==> src/rtl/cache_pkg.sv <==
// rtl/cache_pkg.sv - shared PLRU constants, tree type and walk/touch/invalid-first helpers
package cache_pkg;

   localparam int WAYS      = 8;
   localparam int PLRU_BITS = 7;

   typedef logic [PLRU_BITS-1:0] plru_tree_t;

   // Bit 0 is the root; a 0 in any node steers the victim toward the lower half.
   function automatic logic [2:0] plru_walk(input plru_tree_t tree);
      logic [2:0] v;
      v[2] = tree[0];
      v[1] = tree[1 + int'(v[2])];
      v[0] = tree[3 + int'(v[2:1])];
      return v;
   endfunction

   function automatic plru_tree_t plru_touch(input plru_tree_t tree, input logic [2:0] way);
      plru_tree_t t;
      t = tree;
      t[0]                      = ~way[2];
      t[1 + int'(way[2])]       = ~way[1];
      t[3 + int'(way[2:1])]     = ~way[0];
      return t;
   endfunction

   function automatic logic [2:0] first_invalid(input logic [WAYS-1:0] valid);
      logic [2:0] w;
      w = 3'd0;
      for (int i = WAYS - 1; i >= 0; i--) begin
         if (!valid[i]) w = 3'(i);
      end
      return w;
   endfunction

endpackage

==> src/rtl/plru_tree_logic.sv <==
// rtl/plru_tree_logic.sv - optional touch of one 7-bit PLRU tree followed by the victim walk
import cache_pkg::*;

module plru_tree_logic (
   input  plru_tree_t  cur_tree,
   input  logic        touch_en,
   input  logic [2:0]  touch_way,
   output plru_tree_t  next_tree,
   output logic [2:0]  victim
);

   always_comb begin
      next_tree = cur_tree;
      if (touch_en) next_tree = plru_touch(cur_tree, touch_way);
      victim = plru_walk(next_tree);
   end

endmodule

==> src/rtl/cache_plru8.sv <==
// rtl/cache_plru8.sv - 8-way tree PLRU unit with flush sweep; PLRU_INVALID_FIRST_EN picks invalid ways first
import cache_pkg::*;

module cache_plru8 #(
   parameter int SETS    = 64,
   parameter int INDEX_W = 6
) (
   input  logic               clk,
   input  logic               resetn,
   input  logic               flush_req,
   output logic               ready,
   input  logic               lookup_valid,
   input  logic [INDEX_W-1:0] lookup_index,
   input  logic [WAYS-1:0]    way_valid,
   output logic               victim_valid,
   output logic [2:0]         victim_way,
   input  logic               access_valid,
   input  logic [INDEX_W-1:0] access_index,
   input  logic [2:0]         access_way
);

   localparam logic [0:0] ST_IDLE  = 1'b0;
   localparam logic [0:0] ST_FLUSH = 1'b1;

   logic [0:0]         state;
   logic [INDEX_W-1:0] flush_cnt;
   plru_tree_t         trees [SETS];

   logic       acc_fire;
   logic       lkp_fire;
   logic       fwd;
   plru_tree_t acc_tree;
   plru_tree_t unused_lkp_tree;
   logic [2:0] unused_acc_victim;
   logic [2:0] walk_way;
   logic [2:0] sel_way;

   assign ready    = (state == ST_IDLE);
   // A flush request wins over a same-cycle access, which is dropped.
   assign acc_fire = access_valid && ready && !flush_req;
   assign lkp_fire = lookup_valid && ready;
   assign fwd      = acc_fire && (access_index == lookup_index);

   plru_tree_logic u_access (
      .cur_tree  (trees[access_index]),
      .touch_en  (acc_fire),
      .touch_way (access_way),
      .next_tree (acc_tree),
      .victim    (unused_acc_victim)
   );

   // Applying the same touch on the lookup side forwards a same-index access.
   plru_tree_logic u_lookup (
      .cur_tree  (trees[lookup_index]),
      .touch_en  (fwd),
      .touch_way (access_way),
      .next_tree (unused_lkp_tree),
      .victim    (walk_way)
   );

`ifdef PLRU_INVALID_FIRST_EN
   assign sel_way = (way_valid != 8'hFF) ? first_invalid(way_valid) : walk_way;
`else
   logic unused_way_valid;
   assign unused_way_valid = ^way_valid;
   assign sel_way          = walk_way;
`endif

   always_ff @(posedge clk) begin
      if (!resetn) begin
         state        <= ST_IDLE;
         flush_cnt    <= '0;
         victim_valid <= 1'b0;
         victim_way   <= 3'd0;
         for (int s = 0; s < SETS; s++) trees[s] <= '0;
      end else begin
         victim_valid <= lkp_fire;
         if (lkp_fire) victim_way <= sel_way;

         if (state == ST_FLUSH) begin
            trees[flush_cnt] <= '0;
            flush_cnt        <= flush_cnt + INDEX_W'(1);
            if (flush_cnt == INDEX_W'(SETS - 1)) state <= ST_IDLE;
         end else if (flush_req) begin
            state     <= ST_FLUSH;
            flush_cnt <= '0;
         end else if (acc_fire) begin
            trees[access_index] <= acc_tree;
         end
      end
   end

endmodule

==> config.mk <==
export PLATFORM = sky130hd
export DESIGN_NAME = cache_plru8
export DESIGN_NICKNAME = d
export VERILOG_FILES = /design/src/rtl/cache_pkg.sv /design/src/rtl/plru_tree_logic.sv /design/src/rtl/cache_plru8.sv
export SDC_FILE = /design/constraint.sdc
export NUM_CORES = 1
export LEC_CHECK = 0
export ABC_AREA = 1
export CAP_MARGIN = 0
export CELL_PAD_IN_SITES_DETAIL_PLACEMENT = 1
export CELL_PAD_IN_SITES_GLOBAL_PLACEMENT = 2
export CORE_MARGIN = 2
export CORE_UTILIZATION = 36
export CTS_BUF_LIST = sky130_fd_sc_hd__clkbuf_16
export DETAILED_ROUTE_END_ITERATION = 8
export PLACE_DENSITY = 0.82
export RECOVER_POWER = 50
export SYNTH_ARGS = -nofsm -noshare
export SYNTH_HDL_FRONTEND = slang
export SYNTH_SLANG_ARGS = --single-unit
==> constraint.sdc <==
create_clock -name clk -period 2.8 [get_ports clk]
set_clock_uncertainty 0.2 [all_clocks]
set_input_delay 0.56 -clock clk [delete_from_list [all_inputs] [get_ports clk]]
set_output_delay 0.56 -clock clk [all_outputs]
set_load 0.03 [all_outputs]
== Word-level counts from Yosys, hierarchy flattened ==
Memories as Yosys holds them, arrays and structs flattened.
Cells that the tools add are included.
Word-level totals
  output and inout port bits: 5
  register bits: 11
  bits in writable memories: 448
  memories kept: 1
  input port bits: 28
Memory list
  trees: words 64, bits a word 7, read ports 2, clocked after memory_dff 0, wr ports 64, RTL line cache_plru8.sv:27  | plru_tree_t trees [SETS];
Operators by class
  reduce and logical (&&, ||, !) cells: 10
  equality and inequality tests: 2
  add/subtract/negate cells: 5
  bitwise gates (word level): 4
  mux-type cells: 36
  order comparisons: 6
Operators by type and width (count)
  32-bit by 5-bit less-than comparator with 1-bit output, second input constant: 4
  32-bit by 1-bit greater-or-equal comparator with 1-bit output, second input constant: 2
  7-bit bitwise mux: 4
  7-bit two-way mux: 4
  6-bit two-way mux: 4
  1-bit two-way mux: 20
  7-bit OR reduction: 2
  2-bit by 2-bit adder with 3-bit output, first input constant: 2
  6-bit by 1-bit adder with 6-bit output, second input constant: 1
  1-bit binary-select mux with 3-bit select: 2
  1-bit demux with 3-bit select: 2
  6-bit equality test: 1
  6-bit equality test, second input constant: 1
  1-bit logical AND: 6
  1-bit by 1-bit adder with 2-bit output, first input constant: 2
  1-bit NOT: 4
  2-bit nonzero test: 1
  1-bit logical NOT: 1

== Longest topological paths before layout ==
Gate-level depths: netlist of run 1.
  depth after elaboration: 16
  mapped depth: 25
  depth with buffers taken out: 24

== Modules after synthesis ==
From an unflattened synthesis of run 1, not the netlist that was laid out.
Unflattened totals
  cell total of the unflattened synthesis: 3447
  area, all modules: 26237.7 um^2
Modules (own cells, without submodules)
  cache_plru8: seq. area each 13673.1 um^2, cells an instance 3302, area an instance 25474.4 um^2, instances 1
  plru_tree_logic at u_access: seq. area each 0.0 um^2, cells an instance 74, area an instance 381.6 um^2, instances 1
  plru_tree_logic at u_lookup: seq. area each 0.0 um^2, cells an instance 71, area an instance 381.6 um^2, instances 1

== Least setup slack after synthesis of run 1 ==
Ideal clock, no wire load.
  kind: input-to-reg
  start point: input port access_index[1]
  end point: register victim_way[0]
  stages: 19
  path slack: -252 ps
  arrival: 2722 ps
  library setup time: 130 ps
  cell sequence: buf_2 -> inv_2 -> buf_4 -> nor2_1 -> nor4_1 -> nand2_1 -> inv_1 -> nand3_1 -> nand2_2 -> nand3_1 -> nand2_1 -> inv_1 -> ha_1 -> inv_1 -> nor2_1 -> a21oi_1 -> nand2_1 -> nand3_1 -> a21oi_1
Between the ends
  longest elaborated chain between the ends: 11
Ends and longest elaborated chain
  from (decl): RTL line cache_plru8.sv:18  | input logic [INDEX_W-1:0] access_index,
  6-bit equality test *: RTL line cache_plru8.sv:42  | assign fwd = acc_fire && (access_index == lookup_index);
  1-bit logical AND *: RTL line cache_plru8.sv:42
  7-bit two-way mux *: RTL line plru_tree_logic.sv:14  | if (touch_en) next_tree = plru_touch(cur_tree, touch_way);
  1-bit by 1-bit adder with 2-bit output: RTL line cache_pkg.sv:13  | v[1] = tree[1 + int'(v[2])];
  1-bit binary-select mux with 3-bit select: RTL line cache_pkg.sv:13
  1-bit two-way mux (not written as such) (2 in a row): RTL line cache_pkg.sv:13
  2-bit by 2-bit adder with 3-bit output: RTL line cache_pkg.sv:14  | v[0] = tree[3 + int'(v[2:1])];
  1-bit binary-select mux with 3-bit select *: RTL line cache_pkg.sv:14
  1-bit two-way mux (not written as such) * (2 in a row): RTL line cache_pkg.sv:14
  to (signal assigned): RTL line cache_plru8.sv:78  | if (lkp_fire) victim_way <= sel_way;
  to (decl): RTL line cache_plru8.sv:16  | output logic [2:0] victim_way,
Every way passes the cells marked *; elsewhere a longest branch is shown, timed or not. The select of a mux whose other input is x is not followed.
A chain may end at the register's enable or synchronous reset.

== Worst setup path in the final report of run 1 ==
  start point: input port lookup_index[0]
  end point: register victim_way[0]
Between the ends
  longest elaborated chain between the ends: 11
  elaborated cells between the ends (all ways): 14
  those cells by class: add/sub: 2; eq/ne: 1; mux: 9; reduce/logical: 1; memory: 1
Ends and longest elaborated chain
  from (decl): RTL line cache_plru8.sv:13  | input logic [INDEX_W-1:0] lookup_index,
  memory 64 x 7 bit or 6-bit equality test (tied branches)
  7-bit bitwise mux or 1-bit logical AND (tied branches): RTL line cache_pkg.sv:22, cache_plru8.sv:42
  7-bit bitwise mux or 7-bit two-way mux (tied branches): RTL line cache_pkg.sv:23, plru_tree_logic.sv:14
  7-bit two-way mux *: RTL line plru_tree_logic.sv:14
  1-bit binary-select mux with 3-bit select: RTL line cache_pkg.sv:13
  1-bit two-way mux (not written as such) (2 in a row): RTL line cache_pkg.sv:13
  2-bit by 2-bit adder with 3-bit output: RTL line cache_pkg.sv:14
  1-bit binary-select mux with 3-bit select *: RTL line cache_pkg.sv:14
  1-bit two-way mux (not written as such) * (2 in a row): RTL line cache_pkg.sv:14
Marked as above.

==> results of run 1 <==
synthesized netlist by cell type (2+ instances only):
library cell  number  area (sq um)
inv_2              7          26.3
dfxtp_1           11           220
clkbuf_1          83           312
o21ai_1           15          75.1
o21a_1             6          45.0
ha_1               7          87.6
inv_1             48           180
buf_4              8          60.1
nor2_1           816          3060
nand2_4            2          22.5
a22oi_1            3          22.5
nand2_2            2          12.5
a21oi_1           26           130
nand3_1          248          1240
nor3_4             4          65.1
buf_6             15           169
o221ai_1          73           639
buf_1              9          33.8
clkinv_1           3          11.3
a211oi_1           2          15.0
edfxtp_1         448         13500
a31oi_1            3          18.8
o21ai_2            2          17.5
xor2_1             5          43.8
nor4_1             2          12.5
o21ai_4            2          32.5
nor3_1             4          20.0
o21ai_0          347          1740
nor3_2             5          50.1
nand2_1          475          1780
buf_2            113           566
o22ai_1           88           551
o211ai_2           2          25.0
o211ai_1          13          97.6
placed cells by master (no fill, tap or decap), drive strengths merged, types with 7 or more instances in the layout:
master / count
a21oi: 26
buf: 479
clkbuf: 63
clkdlybuf4s50: 13
clkinv: 21
dfxtp: 11
edfxtp: 448
ha: 7
inv: 68
nand2: 479
nand3: 248
nor2: 819
nor3: 13
o211ai: 16
o21ai: 366
o221ai: 73
o22ai: 88
what timing repair did:
item,in CTS,in global routing
buffers inserted,2,12
pin swaps,3,17
gates resized for setup,17,73
cloned,3,11
setup endpoints to repair,91,354
metal layers:
metal  up-vias  share of wire
met3       286          0.077
met2      1245           0.48
li1      10800              -
met1     12500           0.40
met4         0          0.045
met5         -              0
worst min-delay path by stage:
stage / endpoint / cells past startpoint
after global routing: flush_cnt[1]$_SDFFE_PN0P_ / 4
after CTS: flush_cnt[1]$_SDFFE_PN0P_ / 4
after detailed placement: flush_cnt[3]$_SDFFE_PN0P_ / 1
final: flush_cnt[1]$_SDFFE_PN0P_ / 4
after global placement: flush_cnt[0]$_SDFFE_PN0P_ / 1
after floorplan: flush_cnt[5]$_SDFFE_PN0P_ / 2
flip-flops by register name (all words and copies together), names as in the netlist:
signal / cells
trees: 448
flush_cnt: 6
victim_way: 3
state: 1
victim_valid: 1
per-stage QoR:
stage,instance area [sq um],TNS [ns]
floorplan,25100,-0.0230
global placement,29800,-452.34
detailed placement,29800,-496.45
CTS,31700,0
global route,32300,-4.26
finish,32300,-0.0186
critical path, delay by kind of cell:
family | cells | cell delay [ns]
AOI/OAI and AO/OA | 3 | 0.38
and+or+nand+nor | 14 | 1.13
buffers and inverters | 7 | 0.83
adders and majority gates | 1 | 0.22
cell families (layout without fill, tap and decap cells):
family                   count (synthesis)  count (layout)  synth area share
AND/OR/NAND/NOR                       1564            1564             0.254
AO/OA/AOI/OAI                          587             587             0.139
flip-flops                             459             459             0.548
buffers and inverters                  287             660            0.0546
adder cells (fa/ha/maj)                  7               7           0.00351
XOR/XNOR                                 5               5           0.00175
area by class of cell:
class                           count  area (sq um)
Inverter                           58           264
Tap cell                          931          1160
Clock inverter                     41           375
Fill cell                        7852         36300
Timing Repair Buffer              508          5290
Multi-Input combinational cell   2163         10200
Sequential cell                   459         13700
Clock buffer                       53          1330
where the power goes:
part           internal (mW)  switching (mW)  total [mW]
clock network           3.98            2.98        6.96
logic                   1.04            1.71        2.74
registers               7.76           0.165        7.93
total                   12.8            4.85        17.6
==> run metrics, run 1 <==
status complete, but fails checks; failing checks setup timing; Yosys cell types 46; Pleak 12.1 nW; fmax 0.355 GHz; Cell Pwr Density 546 nW/um^2; PnR worst setup slack -0.0186 ns; # diodes 0; WS Path Type in2reg; CTS sink cnt 459; Mapped Cells 2909; drt pass-1 iters 5; # rows 96; met3 track demand over resource 0.0371; largest net degree at the start of global routing 49; initial antenna violation count 2; Worst R2R Path Depth 12; max-slew violations 0; flop-to-flop setup slack 0.07 ns; crit path max fanout 24; Vias/cell 5.88; met1 Use GR 0.387; met2 usage 0.502; CTS tree built; routability cong. 0.953; Post-synth EDFFs 448; syn nets 2944; Clk pin slew, worst setup/hold paths 0.06 ns; Overall Power 17.6 mW; Worst VDD drop 0.442 mV; per-cell routed wire length 26.6 um; Seq/Total Area, Yosys 0.548; DR iter-0 viols 2809; Yosys reg bits 459; HPWL after DPL 76000 um; Setup crit end victim_way[0]$_SDFFE_PN0P_; Worst path max stage delay 0.22 ns; Max Root-Sink Buffers 3; Layout area overhead 29.5%; Cells after DPL 4091; Layout Cells excl Fill 4213; asr flop ratio synth 0; CORE AREA 68600 sq um; GR Overflow Total 0; total CTS buffers 53; Hold Crit Start resetn; Antenna Nets Post-Route 0; Max-Cap Viols 0; vias in the first global route 25000; DIE WIDTH 267 um; Tcrit/Tclk final 1.01; Post-route DRC 0; crit-path most repeated cell nand2_1; root buffer cell clkbuf_16; worst endpoint data arrival time 3.18 ns; hold crit path type in2reg; fraction of layout cells with a size suffix above 1 0.199; die span in y 267 um; post-layout min period 2.82 ns; Critical Path End Type flop; unrepaired setup endpoints after global routing true; final core occ 0.471; Die ar. 71400 sq um; hold buffers post-CTS 0; Worst path slowest cell ha_4; initial core utilization 0.364; GRT Max-Usage Layer met2; Worst-Margin Slew 0.479 ns; reg2reg end trees[1][1]$_SDFFCE_PN0P_; port bufs 24; Setup-failing EPs final 1; Syn Area/Cell 8.58 sq um; IO Pins 33; worst hold slack 0.230 ns; gr usage total 0.298; first-pass GRT wire length 159000 um; cell area after synthesis 25000 sq um; element type at the critical path start input port; reg-to-reg startpoint trees[43][1]$_SDFFCE_PN0P_; required time of the critical path 3.16 ns; final WL 112000 um; H-tree levels 2; clk_lat worst skew 0.64 ns; Synthesis Warnings 0; endpoints failing hold 0; ys flop type edfxtp_1; Place WS -0.907 ns; Worst slew margin 0.681; DR vias 24800; Nets 3278; Critical Path Start lookup_index[0]
Note: power is estimated with default switching activity, not from simulation.
==> inputs of run 2 (changes only) <==
CORE_UTILIZATION = 33   (was 36)
PLACE_DENSITY = 0.76   (was 0.82)
SLEW_MARGIN = 20   (was default)
==> run 2 against run 1 <==
The flow still finishes with violations (setup timing). Utilization fell by 2.8 points. Clock power increased by 9.3%. Routed wire length up 1.5%. Combinational power grew 3%. Setup slack worse by 0.017 ns. Critical path depth decreased by 5. Register-to-register slack hardly changed. Design area is 2.4% higher. Power rose by 4.1%. Sequential power hardly changed. Clock-buffer cell count is 3 higher.
==> run metrics, run 2 (synthesized netlist as in run 1, its figures left out) <==
status complete, but fails checks; failing checks setup timing; Setup-failing EPs final 6; IO Pins 33; flop-to-flop setup slack 0.06 ns; post-layout min period 2.84 ns; initial core utilization 0.334; final core occ 0.443; endpoints failing hold 0; H-tree levels 2; # rows 100; DR iter-0 viols 2562; Tcrit/Tclk final 1.01; crit-path leading delay family simple AND/OR/NAND/NOR gates; routability cong. 0.920; worst hold slack 0.133 ns; unrepaired setup endpoints after global routing true; commonest cells after routing, fill and taps aside nor2_1, edfxtp_1, nand2_1; Worst R2R Path Depth 21; CTS sink cnt 459; crit-path most repeated cell nand2_1; commonest non-fill, non-tap cell in the layout nor2_1; Layout area overhead 32.6%; total CTS buffers 55; Die ar. 77800 sq um; crit path max fanout 15; CTS tree built; Worst path max stage delay 0.30 ns; Critical path buffers and inverters 6; reg2reg end victim_way[0]$_SDFFE_PN0P_; port bufs 24; largest register by flop count trees; reg-to-reg startpoint trees[26][2]$_SDFFCE_PN0P_; Post-DP Area 29900 sq um; Antenna Nets Post-Route 0; worst endpoint data arrival time 3.18 ns; PnR worst setup slack -0.0356 ns; Layout Cells excl Fill 4270; required time of the critical path 3.15 ns; element type at the critical path start input port; die span in y 279 um; Cells after DPL 4127; WHS Endpoint state$_SDFF_PN0_; initial antenna violation count 1; HPWL after DPL 77600 um; Worst VDD drop 0.484 mV; CP Cell Sequence buf_16, clkinv_16, buf_16, buf_12, clkbuf_16, buf_4, o21ai_0, o22ai_1, nor2_1, o21ai_0, nand3_1, nand2_1, nand2_1, nand2_1, nand2_1, nand2_1, nand2_1, nand3_1, nand3_1, a21oi_1; Nets 3291; Max-Cap Viols 0; Max Root-Sink Buffers 3; Worst path slowest cell o22ai_1; layout filler cell count 8458; Post-route DRC 0; max-slew violations 0; root buffer cell clkbuf_16; Clk pin slew, worst setup/hold paths 0.06 ns; first-pass GRT wire length 160000 um; hold crit path type in2reg; final WL 114000 um; drt pass-1 iters 5; vias in the first global route 25000; clk_lat worst skew 0.63 ns; Vias/cell 5.72; fmax 0.353 GHz; post-route design area 33100 sq um; hold buffers post-CTS 0; max reg flops 448; WS Path Type in2reg; gr usage total 0.273; Critical Path End Type flop; per-cell routed wire length 26.6 um; Worst slew margin 0.215; Hold Crit Start resetn; Worst-Margin Slew 1.18 ns; CORE AREA 74700 sq um; Largest regs trees (448), flush_cnt (6), victim_way (3); Cell Pwr Density 555 nW/um^2; Overall Power 18.4 mW; DIE WIDTH 279 um; DR vias 24400; fraction of layout cells with a size suffix above 1 0.216; hold depth 4; largest net degree at the start of global routing 69; Pleak 12.4 nW; GR Overflow Total 0; # diodes 0
run 2: through the flow:
| stage | setup slack [ns] | setup TNS (ns) |
|---|---|---|
| floorplan | -0.0230 | -0.0230 |
| global placement | -0.736 | -503.36 |
| detailed placement | -0.774 | -541.36 |
| CTS | -0.0976 | -0.0976 |
| global route | -0.165 | -0.784 |
| finish | -0.0356 | -0.0504 |
run 2: tightest hold or removal path, delay by kind of cell:
| family | cells | cell delay [ns] |
|---|---|---|
| simple gates | 1 | 0.08 |
| buf+inv | 3 | 0.28 |
run 2: area by class of cell:
type | instances | area, sq um | area share
clock inverters | 46 | 489 | 0.0148
well taps | 969 | 1210 | 0.0367
inverters | 58 | 292 | 0.00881
multi-input cells | 2163 | 10400 | 0.314
repair buffers | 519 | 5630 | 0.170
clock buffers | 56 | 1400 | 0.0424
flip-flops and latches | 459 | 13700 | 0.413
run 2: worst max path at each step:
stage / start / slack [ns] / to / cells after the start
floorplan: lookup_index[1] / -0.02 / victim_way[0]$_SDFFE_PN0P_ / 19
global placement: lookup_index[3] / -0.74 / victim_way[0]$_SDFFE_PN0P_ / 20
detailed placement: lookup_index[3] / -0.77 / victim_way[0]$_SDFFE_PN0P_ / 19
CTS: lookup_index[0] / -0.1 / victim_way[0]$_SDFFE_PN0P_ / 23
global route: lookup_index[0] / -0.17 / victim_way[0]$_SDFFE_PN0P_ / 24
finish: lookup_index[0] / -0.04 / victim_way[0]$_SDFFE_PN0P_ / 20
run 2: report_power, final:
| group | internal (mW) | total, mW | switching (mW) |
|---|---|---|---|
| combinational | 1.07 | 2.82 | 1.75 |
| sequential | 7.76 | 7.92 | 0.159 |
| clock | 4.54 | 7.61 | 3.07 |
run 2: metal layers:
metal  vias to the layer above  part of all wire  track usage
li1                      10800                 -            -
met1                     12400              0.42        0.357
met2                       968              0.48        0.462
met3                       214             0.066       0.0333
met4                         2             0.038        0.107
met5                         -           0.00011            0
run 2: what timing repair did:
action / 4_1_cts / 5_1_grt
buffers inserted: 1 / 19
endpoints found under the setup margin: 266 / 681
pin swaps: 1 / 26
cloned: 2 / 19
gates resized for setup: 31 / 147
